$ cat src/rtl/guess_capture.sv
// rtl/guess_capture.sv - button synchroniser, debouncer and one-shot guess request generator
//
// Purpose:
//   Front end of the whack-a-mole guess path. Eight raw hole buttons are
//   synchronised, debounced as a whole vector and classified. A single
//   stable press becomes a 3-bit hole index with a one-cycle eval_now
//   request. Each press produces at most one request; every button must be
//   released before the next press is considered.
//
// Ports:
//   clk            in   1  system clock
//   rst_n          in   1  asynchronous active-low reset
//   btn            in   8  raw hole buttons, active-high, asynchronous to clk
//   guess_now      in   1  evaluator ready, 1 = guesses accepted
//   i_restart_game in   1  synchronous game restart (debounce state is kept)
//   i_game_over    in   1  game finished, no new guesses forwarded
//   user_guess     out  3  encoded hole index, held until the next accepted guess
//   eval_now       out  1  one-cycle guess request
//   multi_press    out  1  one-cycle pulse when two or more buttons are stably pressed
//   busy           out  1  high whenever the FSM is not ARMED
//
// Optional feature macro: GUESS_LATCH_EN
//   When defined, a single press seen while guess_now=0 (and the game is
//   running) is latched and held in a PENDING state until guess_now rises.

module guess_capture #(
    parameter int DEBOUNCE_CYCLES = 1000000,
    parameter int CNT_W           = 20
) (
    input  logic       clk,
    input  logic       rst_n,
    input  logic [7:0] btn,
    input  logic       guess_now,
    input  logic       i_restart_game,
    input  logic       i_game_over,
    output logic [2:0] user_guess,
    output logic       eval_now,
    output logic       multi_press,
    output logic       busy
);

    localparam logic [CNT_W-1:0] CNT_LAST = CNT_W'(DEBOUNCE_CYCLES - 1);

    typedef enum logic [2:0] {
        S_IDLE     = 3'd0,
        S_ARMED    = 3'd1,
        S_FIRE     = 3'd2,
        S_WAIT_REL = 3'd3
`ifdef GUESS_LATCH_EN
        ,
        S_PENDING  = 3'd4
`endif
    } state_t;

    logic [7:0]       sync_1;
    logic [7:0]       btn_s;
    logic [7:0]       btn_prev;
    logic [7:0]       btn_db;
    logic [CNT_W-1:0] db_cnt;
    logic             btn_same;

    state_t           state;
    state_t           next_state;
    logic [2:0]       guess_d;
    logic             eval_d;
    logic             multi_d;

    logic [3:0]       db_ones;
    logic [2:0]       db_idx;
    logic             db_none;
    logic             db_one;
    logic             db_multi;

    // Two-flop synchroniser per button bit.
    always_ff @(posedge clk or negedge rst_n) begin
        if (!rst_n) begin
            sync_1 <= '0;
            btn_s  <= '0;
        end else begin
            sync_1 <= btn;
            btn_s  <= sync_1;
        end
    end

    assign btn_same = (btn_s == btn_prev);

    // Whole-vector debounce: any change restarts the count. The load of
    // btn_db is qualified with btn_same so that a change arriving while the
    // counter sits saturated is never taken without a fresh full count.
    always_ff @(posedge clk or negedge rst_n) begin
        if (!rst_n) begin
            btn_prev <= '0;
            db_cnt   <= '0;
            btn_db   <= '0;
        end else begin
            btn_prev <= btn_s;
            if (!btn_same) begin
                db_cnt <= '0;
            end else if (db_cnt != CNT_LAST) begin
                db_cnt <= db_cnt + 1'b1;
            end
            if (btn_same && (db_cnt == CNT_LAST)) begin
                btn_db <= btn_s;
            end
        end
    end

    // Classify the debounced vector: none, exactly one (with its index), or several.
    always_comb begin
        db_ones = '0;
        db_idx  = '0;
        for (int i = 0; i < 8; i++) begin
            if (btn_db[i]) begin
                db_ones = db_ones + 4'd1;
                db_idx  = 3'(i);
            end
        end
    end

    assign db_none  = (db_ones == 4'd0);
    assign db_one   = (db_ones == 4'd1);
    assign db_multi = (db_ones >= 4'd2);

    // State and registered outputs.
    always_ff @(posedge clk or negedge rst_n) begin
        if (!rst_n) begin
            state       <= S_IDLE;
            user_guess  <= '0;
            eval_now    <= 1'b0;
            multi_press <= 1'b0;
        end else begin
            state       <= next_state;
            user_guess  <= guess_d;
            eval_now    <= eval_d;
            multi_press <= multi_d;
        end
    end

    // Next-state logic. eval_now is registered from next_state so that it is
    // high exactly while the FSM sits in FIRE, and a restart cancels it.
    always_comb begin
        next_state = state;
        guess_d    = user_guess;
        multi_d    = 1'b0;
        if (i_restart_game) begin
            next_state = S_IDLE;
        end else begin
            case (state)
                S_IDLE: begin
                    // Buttons held through reset or restart must be released first.
                    if (db_none) begin
                        next_state = S_ARMED;
                    end
                end
                S_ARMED: begin
                    if (db_multi) begin
                        multi_d    = 1'b1;
                        next_state = S_WAIT_REL;
                    end else if (db_one) begin
                        if (guess_now && !i_game_over) begin
                            guess_d    = db_idx;
                            next_state = S_FIRE;
`ifdef GUESS_LATCH_EN
                        end else if (!i_game_over) begin
                            guess_d    = db_idx;
                            next_state = S_PENDING;
`endif
                        end else begin
                            next_state = S_WAIT_REL;
                        end
                    end
                end
                S_FIRE: begin
                    // Pulse is committed; game-over does not suppress it here.
                    next_state = S_WAIT_REL;
                end
                S_WAIT_REL: begin
                    if (db_none) begin
                        next_state = S_ARMED;
                    end
                end
`ifdef GUESS_LATCH_EN
                S_PENDING: begin
                    // Release does not cancel a latched guess.
                    if (i_game_over) begin
                        next_state = S_WAIT_REL;
                    end else if (guess_now) begin
                        next_state = S_FIRE;
                    end
                end
`endif
                default: begin
                    next_state = S_IDLE;
                end
            endcase
        end
        eval_d = (next_state == S_FIRE);
    end

    assign busy = (state != S_ARMED);

endmodule
$ cat config.mk
export PLATFORM = sky130hd
export DESIGN_NAME = guess_capture
export DESIGN_NICKNAME = d
export VERILOG_FILES = /design/src/rtl/guess_capture.sv
export SDC_FILE = /design/constraint.sdc
export NUM_CORES = 1
export LEC_CHECK = 0
export ABC_AREA = 0
export BUFFER_PORTS_ARGS = -buffer_cell sky130_fd_sc_hd__buf_2
export CAP_MARGIN = 20
export CELL_PAD_IN_SITES_DETAIL_PLACEMENT = 1
export CELL_PAD_IN_SITES_GLOBAL_PLACEMENT = 2
export CORE_AREA = 8 8 90 152
export DETAILED_ROUTE_END_ITERATION = 8
export DIE_AREA = 0 0 98 160
export GPL_TIMING_DRIVEN = 0
export PLACE_DENSITY = 0.56
export SLEW_MARGIN = 20
export SYNTH_ARGS = -nofsm -noshare
export SYNTH_HDL_FRONTEND = slang
export SYNTH_SLANG_ARGS = --single-unit
$ cat constraint.sdc
create_clock -name clk -period 4.4 [get_ports clk]
set_input_delay 0.44 -clock clk [delete_from_list [all_inputs] [get_ports clk]]
set_output_delay 0.44 -clock clk [all_outputs]
set_load 0.01 [all_outputs]
=== Word-level counts from Yosys, hierarchy flattened ===
Cells that the tools add are included.

* $add $sub $neg: 8
* Order comparisons: 1
* Eq/ne operators: 10
* Multiplexer cells: 26
* Bitwise operators: 2
* Reductions and logical operators: 7

{| class="wikitable"
|+ Operators with widths
! operator !! count
|-
| two-way mux 20 bit || 2
|-
| two-way mux 3 bit || 10
|-
| adder 4 x 1 -> 4 bit (second input constant) || 7
|-
| two-way mux 4 bit || 7
|-
| adder 20 x 1 -> 20 bit (second input constant) || 1
|-
| == test 20 bit (second input constant) || 1
|-
| != test 20 bit (second input constant) || 1
|-
| == test 3 x 2 -> 1 bit (second input constant) || 3
|-
| case mux 3 bit (3 select lines) || 1
|-
| == test 8 bit || 1
|-
| two-way mux 1 bit || 6
|-
| AND reduction 5 bit || 1
|-
| == test 4 x 1 -> 1 bit (second input constant) || 1
|-
| >= comparator 4 x 2 -> 1 bit (second input constant) || 1
|-
| zero test 4 bit || 1
|-
| == test 3 x 1 -> 1 bit (second input constant) || 1
|-
| zero test 3 bit || 1
|-
| != test 3 x 1 -> 1 bit (second input constant) || 1
|-
| logical AND 1 bit || 2
|-
| != test 2 x 1 -> 1 bit (second input constant) || 1
|-
| NOT 1 bit || 2
|-
| OR reduction 2 bit || 1
|-
| zero test 1 bit || 1
|}

* Flip-flop bits (word level): 60
* Output and inout port bits: 6
* Word-level logic and storage cells: 63

=== Depth between registers and ports, before layout ===
Gate-level depths: netlist of the first run.

* Word-level depth: 21
* Gate-level depth with buffers: 19

=== Worst setup path after synthesis of the first run ===
Ideal clock, no wire load.

* Path type: reg-to-reg
* From: reg btn_db[0]
* To: reg user_guess[0]
* Arrival time: 4.371 ns
* Path slack: -0.096 ns
* Stages on the path, launching flop included: 19
* Buffers on the path: 0
* Clock period less this slack: 4.496 ns
* Path through: dfrtp_1 inv_1 ha_1 xor2_1 ha_1 nand2_1 o31ai_1 ha_1 mux2_2 ha_1 a221o_2 ha_1 mux2_2 ha_1 nand2_1 or3b_1 a311oi_2 nand4_2 mux2_2

* Cells in the longest elaborated chain, start to end: 18

{| class="wikitable"
|+ Ends and longest elaborated chain
! what !! line !! source
|-
| start: declaration || 58 || <nowiki>logic [7:0] btn_db;</nowiki>
|-
| start signal: assignment || 103 || <nowiki>btn_db <= btn_s;</nowiki>
|-
| two-way mux 1 bit * || 113 || <nowiki>if (btn_db[i]) begin</nowiki>
|-
| adder 4 x 1 -> 4 bit || 114 || <nowiki>db_ones = db_ones + 4'd1;</nowiki>
|-
| two-way mux 4 bit * || 113 ||
|-
| adder 4 x 1 -> 4 bit || 114 ||
|-
| two-way mux 4 bit * || 113 ||
|-
| adder 4 x 1 -> 4 bit || 114 ||
|-
| two-way mux 4 bit * || 113 ||
|-
| adder 4 x 1 -> 4 bit || 114 ||
|-
| [2 not listed] || - ||
|-
| two-way mux 4 bit * || 113 ||
|-
| adder 4 x 1 -> 4 bit || 114 ||
|-
| two-way mux 4 bit * || 113 ||
|-
| adder 4 x 1 -> 4 bit || 114 ||
|-
| two-way mux 4 bit * || 113 ||
|-
| >= comparator 4 x 2 -> 1 bit || 122 || <nowiki>assign db_multi = (db_ones >= 4'd2);</nowiki>
|-
| NOT 1 bit (no line) || - ||
|-
| AND reduction 5 bit (no line) * || - ||
|-
| end signal: assignment || 133 || <nowiki>user_guess <= guess_d;</nowiki>
|-
| end: declaration || 36 || <nowiki>output logic [2:0] user_guess,</nowiki>
|}

Mark *: on every way between the ends. The rest lies on a longest branch, timed or not.
A chain may end at the register's enable or synchronous reset.

=== Final worst setup path of the first run ===
* From: reg btn_db[0]
* To: reg user_guess[1]

The elaborated chain is that of the path after synthesis.

==> flow_results.org, run 1 <==
** Run status
- The final reports fail on negative setup slack.
- The flow ran to the end, but the final reports show violations.

** Yosys
- Synthesis produced a netlist with a net count of roughly 280.
- In this run the mean area of a mapped cell was between 10 and 15 um2.
- Synthesized flop and latch total :: 60
- Ys async rst share :: 100%
- Synthesis produced a netlist whose cell count is about 260.
- Register area share after synthesis :: a little over half
- Count of distinct cell types in the synthesized netlist :: 40
- Summing every instance area after synthesis gives ~2800 um2.
- Yosys warnings :: 0
- Yosys mapped a number of flops with a built-in enable equal to 0.
- The most used flip-flop cell after synthesis is sky130_fd_sc_hd__dfrtp_1.

** Detailed routing
- Number of design-rule violations left by the first detailed-router iteration :: around 80
- Routed wire per std cell :: between 10 and 15 um
- In the routed design, unresolved DRC markers number 0.
- Once detail routing completed, the nets flagged for antenna violations numbered 0.
- Summed over all layers, the routed wires come to ~6300 um.
- The detailed router placed a little over 2000 vias in this run.
- Using the TritonRoute via totals, the vias-per-cell ratio works out to between 4 and 5.
- 1st-pass router iterations :: 3

** Floorplanning
- The die covers 15700 um2.
- Die boundary height :: 160 um
- Row generation in the floorplan step produced 52 rows.
- The die is ~100 um wide.
- Top Ports :: 19
- Initial Util :: around a quarter
- The floorplan step defined a core boundary enclosing approximately 12000 um2.

** Final layout
- Number of diodes :: 0
- Excluding fillers, the count of instances in the completed layout stands at 440.
- The finished cells cover 3630 um2.
- In the final layout, the share of cells above drive strength 1 is between 20% and 30%.
- Number of nets at the end of the flow :: 321
- Layout area overhead :: 28.2%
- Commonest non-fill, non-tap cell in the layout :: sky130_fd_sc_hd__dfrtp_1
- Most used cells in the layout excluding fill and tap cells :: sky130_fd_sc_hd__dfrtp_1 (60), sky130_fd_sc_hd__nor2_1 (32), sky130_fd_sc_hd__xor2_1 (19)

** Min path
- End point of the most critical hold path :: sync_1[0]
- Hold path start :: btn[0]
- Worst min-delay path category :: in2reg
- Hold Path Stages :: 1

** Place
- Prior to clock tree synthesis, the placed netlist has a worst setup slack of -0.426 ns.
- Count of port buffers added during placement :: 18
- After legalization and detailed placement, the total HPWL measured between 4000 and 5000 um.
- Routability-driven placement finished with a final weighted congestion of a little under 0.7.
- Cell total after placement :: between 400 and 500
- The placed instances occupy a cell area of approximately 3200 um2.

** Clocking
- TritonCTS built the clock tree.
- For the worst-skew pair, the clock arrives at the later sink with an insertion delay of around 0.32 ns.
- Cts bufs inserted :: 9
- The clock tree synthesis step divided the H-tree into 3 levels.
- After clock tree synthesis, the clock-pin slew on the worst setup and hold paths is approximately 0.060 ns.
- Clk buf depth :: 2
- The cell sitting at the root of the clock tree is a sky130_fd_sc_hd__clkbuf_16.
- Clock sink total :: 60

** Timing
- At the pin with the least slew margin, the transition time is 0.498 ns.
- Between clock sinks in the finished design, the worst skew comes to around 0.005 ns.
- Worst Slack Setup Final :: -0.151 ns
- In this run the tightest slew margin relative to its limit is about two thirds.
- For this run, the top clock speed supported by timing is around 220 MHz.
- Post-layout min period :: 4.55 ns
- Setup total negative slack on the finished layout was measured at -0.574 ns.
- Count of endpoints failing hold in the final timing report :: 0
- Setup violations remaining at the end of the flow were counted as 5.
- Setup repair after global routing missed its margin :: true
- Max Transition Viols Final :: 0
- The worst path uses 103% of the clock period.
- Hold is met by 0.220 ns.

** Pwr
- IR analysis of the VDD net gives a maximum drop of between 0.00015 and 0.0002 V.
- In this run the power density over the cells is about 350 nW/um2.
- Leakage Power :: ~1.6 nW

** Global route
- The first global-routing pass estimated 11100 um of wire.
- The number of antenna violations at the first check in global routing came to 0.
- GRT Resource Usage Total :: under 10%
- Via count of the first global-routing pass :: 2246
- Largest net degree at the start of global routing :: 53
- Global route total overflow :: 0

** Setup path
- Cell count of the worst reg-to-reg path :: 18
- Setup slack on the worst reg-to-reg path comes out at -0.15 ns.
- Critical R2R Launch :: btn_db[0]
- The worst setup path is captured at a flop.
- The critical path in this run is classified as reg2reg.
- Worst-path fanout max :: 4
- Worst flop-to-flop path endpoint :: user_guess[1]
- Worst Path Required :: roughly 4.6 ns
- STA classifies the critical path startpoint as a flop.
- Endpoint arrival time on the critical path :: approximately 4.8 ns

** Flow run
- The tool flagged a number of max-cap violations equal to 0.
-- logic make-up (layout without fill, tap and decap cells) --
family / Yosys count / after routing / share of synthesized area, %
AND/OR/NAND/NOR: 95 / 95 / 16.5
flip-flops: 60 / 60 / 53.0
multiplexers: 13 / 13 / 5.65
XOR/XNOR: 35 / 35 / 12.4
AO/OA/AOI/OAI: 27 / 27 / 5.96
adder cells (fa/ha/maj): 8 / 8 / 3.53
buffers and inverters: 19 / 66 / 2.87
other: 1 / 1 / 0.132
-- metrics by stage --
step                util [%]  total power, mW
floorplan                  -            0.588
global placement        27.2            0.608
detailed placement      27.4            0.612
CTS                     31.4             1.31
global route            31.6             1.34
finish                  31.6             1.29
-- critical path: stages (launching register included) --
cell	delay, ns
sky130_fd_sc_hd__dfrtp_1	0.39
sky130_fd_sc_hd__inv_2	0.08
sky130_fd_sc_hd__ha_4	0.21
sky130_fd_sc_hd__xor2_1	0.14
sky130_fd_sc_hd__ha_1	0.32
sky130_fd_sc_hd__nand2_2	0.09
sky130_fd_sc_hd__o31ai_4	0.08
sky130_fd_sc_hd__ha_1	0.31
sky130_fd_sc_hd__mux2_4	0.29
sky130_fd_sc_hd__ha_4	0.21
sky130_fd_sc_hd__a221o_2	0.39
sky130_fd_sc_hd__ha_4	0.28
sky130_fd_sc_hd__mux2_4	0.16
sky130_fd_sc_hd__ha_4	0.13
sky130_fd_sc_hd__nand2_2	0.05
sky130_fd_sc_hd__or3b_4	0.38
sky130_fd_sc_hd__a311oi_4	0.38
sky130_fd_sc_hd__nand4_4	0.19
sky130_fd_sc_hd__mux2_4	0.34
-- layout make-up --
class,instances,area (um2)
inverters,10,37.5
repair buffers,31,213
well taps,135,169
plain buffers,9,46.3
flip-flops and latches,60,1500
clock buffers,10,229
fillers,1266,7880
multi-input cells,179,1370
clock inverters,6,65.1
-- where the power goes --
part / switching [mW] / internal [mW] / total, mW
logic: 0.0175 / 0.0122 / 0.0298
clock network: 0.251 / 0.437 / 0.687
registers: 0.00717 / 0.565 / 0.572
-- state kept, by name (all words and copies together) (netlist names) --
signal	cells
btn_s	8
multi_press	1
db_cnt	20
user_guess	3
btn_prev	8
btn_db	8
state	3
eval_now	1
sync_1	8
-- cell usage after synthesis (3+ instances only) --
library cell | count | area (um2)
sky130_fd_sc_hd__ha_1 | 8 | 100
sky130_fd_sc_hd__clkbuf_1 | 6 | 22.5
sky130_fd_sc_hd__nand2_1 | 18 | 67.6
sky130_fd_sc_hd__inv_1 | 10 | 37.5
sky130_fd_sc_hd__mux2_2 | 11 | 124
sky130_fd_sc_hd__nand4_1 | 8 | 50.1
sky130_fd_sc_hd__o21ai_0 | 10 | 50.1
sky130_fd_sc_hd__and2_1 | 3 | 18.8
sky130_fd_sc_hd__nor2b_1 | 4 | 25.0
sky130_fd_sc_hd__nor3_1 | 3 | 15.0
sky130_fd_sc_hd__a21oi_1 | 9 | 45.0
sky130_fd_sc_hd__nor4_1 | 4 | 25.0
sky130_fd_sc_hd__xnor2_1 | 13 | 114
sky130_fd_sc_hd__or3_1 | 4 | 25.0
sky130_fd_sc_hd__dfrtp_1 | 60 | 1500
sky130_fd_sc_hd__nor2_1 | 33 | 124
sky130_fd_sc_hd__nand3_1 | 9 | 45.0
sky130_fd_sc_hd__xor2_1 | 19 | 166
-- worst max path at each step --
stage,from,end,cells past startpoint,slack (ns)
after floorplan,btn_db[0],user_guess[0],18,0.02
after global placement,btn_db[1],user_guess[0],18,-0.35
after detailed placement,btn_db[0],user_guess[0],18,-0.43
after CTS,btn_db[1],user_guess[1],18,-0.16
after global routing,btn_db[0],user_guess[1],18,-0.29
final,btn_db[0],user_guess[1],18,-0.15
-- what timing repair did --
item                                    CTS  global route
cloned                                    0             0
hold buffers                              1             0
hold endpoints to repair                  8             0
resized for setup                        18             1
buffers inserted                          9             2
pin swaps                                14            10
endpoints found under the setup margin    6             7
-- layer usage --
| metal | vias to the layer above | GRT usage, % | wire [um] |
|---|---|---|---|
| met4 | 0 | 4.28 | 110 |
| met2 | 17 | 17.0 | 3780 |
| met3 | 9 | 2.44 | 135 |
| li1 | 963 | - | - |
| met1 | 1025 | 8.58 | 2320 |
| met5 | - | 0 | 0 |
(Power assumes the default switching activity.)
==> run 2: changes to the inputs <==
--- a/config.mk
+++ b/config.mk
@@ -10,12 +10,13 @@
 export CAP_MARGIN = 20
 export CELL_PAD_IN_SITES_DETAIL_PLACEMENT = 1
 export CELL_PAD_IN_SITES_GLOBAL_PLACEMENT = 2
-export CORE_AREA = 8 8 90 152
+export CORE_AREA = 8 8 80 134
 export DETAILED_ROUTE_END_ITERATION = 8
-export DIE_AREA = 0 0 98 160
+export DIE_AREA = 0 0 88 142
 export GPL_TIMING_DRIVEN = 0
-export PLACE_DENSITY = 0.56
-export SLEW_MARGIN = 20
+export PLACE_DENSITY = 0.69
+export RECOVER_POWER = 25
+export SLEW_MARGIN = 25
 export SYNTH_ARGS = -nofsm -noshare
 export SYNTH_HDL_FRONTEND = slang
 export SYNTH_SLANG_ARGS = --single-unit
==> flow_results.org, run 2 (same netlist as run 1, synthesis figures left out) <==
** Timing
- Total of endpoints with negative setup slack in the final report :: 4
- At the pin with the least slew margin, the transition time is 3.20 ns.
- Count of endpoints failing hold in the final timing report :: 0
- Setup repair after global routing could not meet its margin everywhere.
- Period utilization :: 101%
- Post-layout min period :: 4.44 ns
- After layout, the worst setup slack is -0.0419 ns.
- Max Clock Skew :: about 0.0061 ns
- Timing-limited maximum frequency :: approximately 230 MHz
- Worst max-slew margin expressed relative to the limit :: -113%
- Max Transition Viols Final :: 61

** Place
- Half-perimeter wire length after placement :: approximately 4200 um
- Area of placed instances :: 3110 um2
- The count of buffers added on input and output ports is 18.
- Cell total after placement :: 396
- RePlAce Congestion :: 0.712

** Setup path
- The worst setup path is launched from a flop.
- The critical path is of the reg2reg type.
- Worst-path fanout max :: 3
- Category of the worst setup path capture point :: flop
- The number of cells on the worst reg-to-reg path is 19.
- For the worst setup path, the data arrival time is roughly 4.7 ns.
- Data on the critical path is required at its endpoint by 4.61 ns.

** Detailed routing
- Wires add up to roughly 6000 um.
- Drt via density :: 4.69
- Remaining antenna violation count :: 0
- The first TritonRoute pass finished after 4 iterations.
- After detailed routing, the number of remaining DRC violations is 0.
- The routed layout has 1994 vias.
- Routed wire per std cell :: 14.0 um
- For this block, the initial DRC count from the detailed router was 38.

** Global route
- The via count of the first global-routing pass is approximately 2200.
- Entering global routing, the biggest net connects between 60 and 70 pins.
- The number of antenna violations at the first check in global routing came to 0.
- The total overflow left after global routing is 0.
- First-pass GRT wire length :: around 11000 um
- Global routing used 11.1% of the available tracks across all layers.

** Pwr
- Total power consumption of the routed design :: around 1.2 mW
- Summed over all cells, the static leakage comes to 1.57 nW.
- Power density over cell area :: 349 nW/um2
- IR Drop Worst-Case VDD :: about 0.00024 V

** Floorplanning
- The die is a little under 90 um wide.
- Initial Util :: a little under a third
- Top Ports :: 19
- Die boundary height :: around 140 um
- Number of cell rows :: 46
- The die covers around 12000 um2.
- Core region area :: just under 9000 um2

** Final layout
- Layout area overhead :: 26.2%
- Number of diodes :: 0
- Fraction of layout instances using a drive strength above 1 :: 25.2%
- Once layout is done, the placed cells without fillers occupy about 3600 um2.
- The library cells used most frequently in the layout, excluding fill and tap cells, are sky130_fd_sc_hd__dfrtp_1 (60), sky130_fd_sc_hd__nor2_1 (32), sky130_fd_sc_hd__xor2_1 (19).
- Leaving out fill and tap cells, the most frequent cell in the layout is sky130_fd_sc_hd__dfrtp_1.
- The register with the most flip-flops in the layout has 20 of them.
- Number of non-filler instances in the completed layout :: 425
- Fill cells :: roughly 990
- At the end of the flow, the number of nets in the layout was approximately 320.
- db_cnt holds more flip-flops than any other register.

** Clocking
- CTS HTree Levels :: 3
- The clock drives 60 sinks.
- The root buffer cell chosen for the clock tree is sky130_fd_sc_hd__clkbuf_16.
- Clock tree synthesis inserted a total of 9 buffers.
- Hold repair after CTS inserted 0 buffers.
- TritonCTS built the clock tree.
- Clk_lat worst skew :: 0.33 ns
- After clock tree synthesis, the clock-pin slew on the worst setup and hold paths is approximately 0.06 ns.
- The clock passes through at most 2 buffers.

** Flow run
- Max-cap viol count :: 1

** Min path
- The worst hold path belongs to the class in2reg.
- Counting instances, the worst hold path has a depth of 1.

** Run status
- Violations in the final reports :: max-capacitance violations, max-slew violations, negative setup slack
- The flow ran to the end, but the final reports show violations.
[run 2: cell count changes in the layout (fill, tap and decap cells not counted), sizes merged]
| cell | previous run | this run |
|---|---|---|
| bufinv | 1 | 0 |
| clkbuf | 16 | 18 |
| clkinvlp | 4 | 3 |
| dlygate4sd3 | 1 | 0 |
| inv | 10 | 11 |
[run 2: routing by layer]
layer	wire [um]	global-route usage (%)	vias up
met5	0	0	-
met4	110	6.57	0
met3	151	2.60	10
met2	3340	19.8	19
met1	2370	11.2	998
li1	-	-	967
[run 2: layout make-up]
| type | count | area [um2] | share of cell area, % |
|---|---|---|---|
| Buffer | 9 | 46.3 | 1.29 |
| Clock buffer | 11 | 243 | 6.79 |
| Clock inverter | 5 | 36.3 | 1.01 |
| Inverter | 10 | 37.5 | 1.05 |
| Multi-Input combinational cell | 179 | 1380 | 38.5 |
| Sequential cell | 60 | 1500 | 42.0 |
| Tap cell | 120 | 150 | 4.20 |
| Timing Repair Buffer | 31 | 186 | 5.21 |
[run 2: stage by stage]
| stage | setup TNS (ns) | setup WS, ns | util (%) | hold slack (ns) |
|---|---|---|---|---|
| 4_1_cts | -0.697 | -0.184 | 39.8 | 0.203 |
| 6_report | -0.0955 | -0.0419 | 40.1 | 0.220 |
| 3_5_place_dp | -1.55 | -0.394 | 34.9 | 0.336 |
| 5_1_grt | -0.618 | -0.166 | 40.1 | 0.204 |
| 3_3_place_gp | -1.11 | -0.326 | 34.8 | 0.333 |
| 2_1_floorplan | 0 | 0.0218 | - | 0.144 |
[run 2: worst max-delay path, cell delays in order (launching register included)]
cell and delay [ns]:
sky130_fd_sc_hd__dfrtp_1 0.39, sky130_fd_sc_hd__inv_2 0.10, sky130_fd_sc_hd__ha_4 0.22, sky130_fd_sc_hd__xor2_1 0.16, sky130_fd_sc_hd__ha_1 0.32, sky130_fd_sc_hd__nand2_2 0.10, sky130_fd_sc_hd__o31ai_4 0.09, sky130_fd_sc_hd__ha_4 0.22
sky130_fd_sc_hd__mux2_4 0.28, sky130_fd_sc_hd__ha_4 0.21, sky130_fd_sc_hd__a221o_2 0.39, sky130_fd_sc_hd__ha_4 0.27, sky130_fd_sc_hd__mux2_4 0.16, sky130_fd_sc_hd__ha_4 0.14, sky130_fd_sc_hd__nand2_2 0.05, sky130_fd_sc_hd__or3b_4 0.41
sky130_fd_sc_hd__a311oi_4 0.31, sky130_fd_sc_hd__buf_4 0.18, sky130_fd_sc_hd__a31oi_1 0.08, sky130_fd_sc_hd__o31a_1 0.25
[run 2: where the power goes]
group          internal (mW)  switching, mW
Sequential             0.565        0.00713
Combinational        0.00856         0.0164
Clock                  0.397          0.252
Total                  0.970          0.276
[run 2: path summary, 6_finish.rpt]
| path | end | startpoint | slack, ns |
|---|---|---|---|
| min in group asynchronous | sync_1[3] | rst_n | 1.17 |
| setup / recovery | state[0] | btn_db[1] | -0.04 |
| max in group asynchronous | db_cnt[8] | rst_n | 1.42 |
| hold / removal | sync_1[0] | btn[0] | 0.22 |
| setup reg to reg | state[0] | btn_db[1] | -0.04 |
| hold reg to reg | btn_s[7] | sync_1[7] | 0.34 |
[run 2: what timing repair did]
| action | 4_1_cts | 5_1_grt |
|---|---|---|
| setup buffers | 11 | 2 |
| resized for setup | 14 | 2 |
| endpoints found under the setup margin | 6 | 7 |
| pin swaps | 13 | 4 |
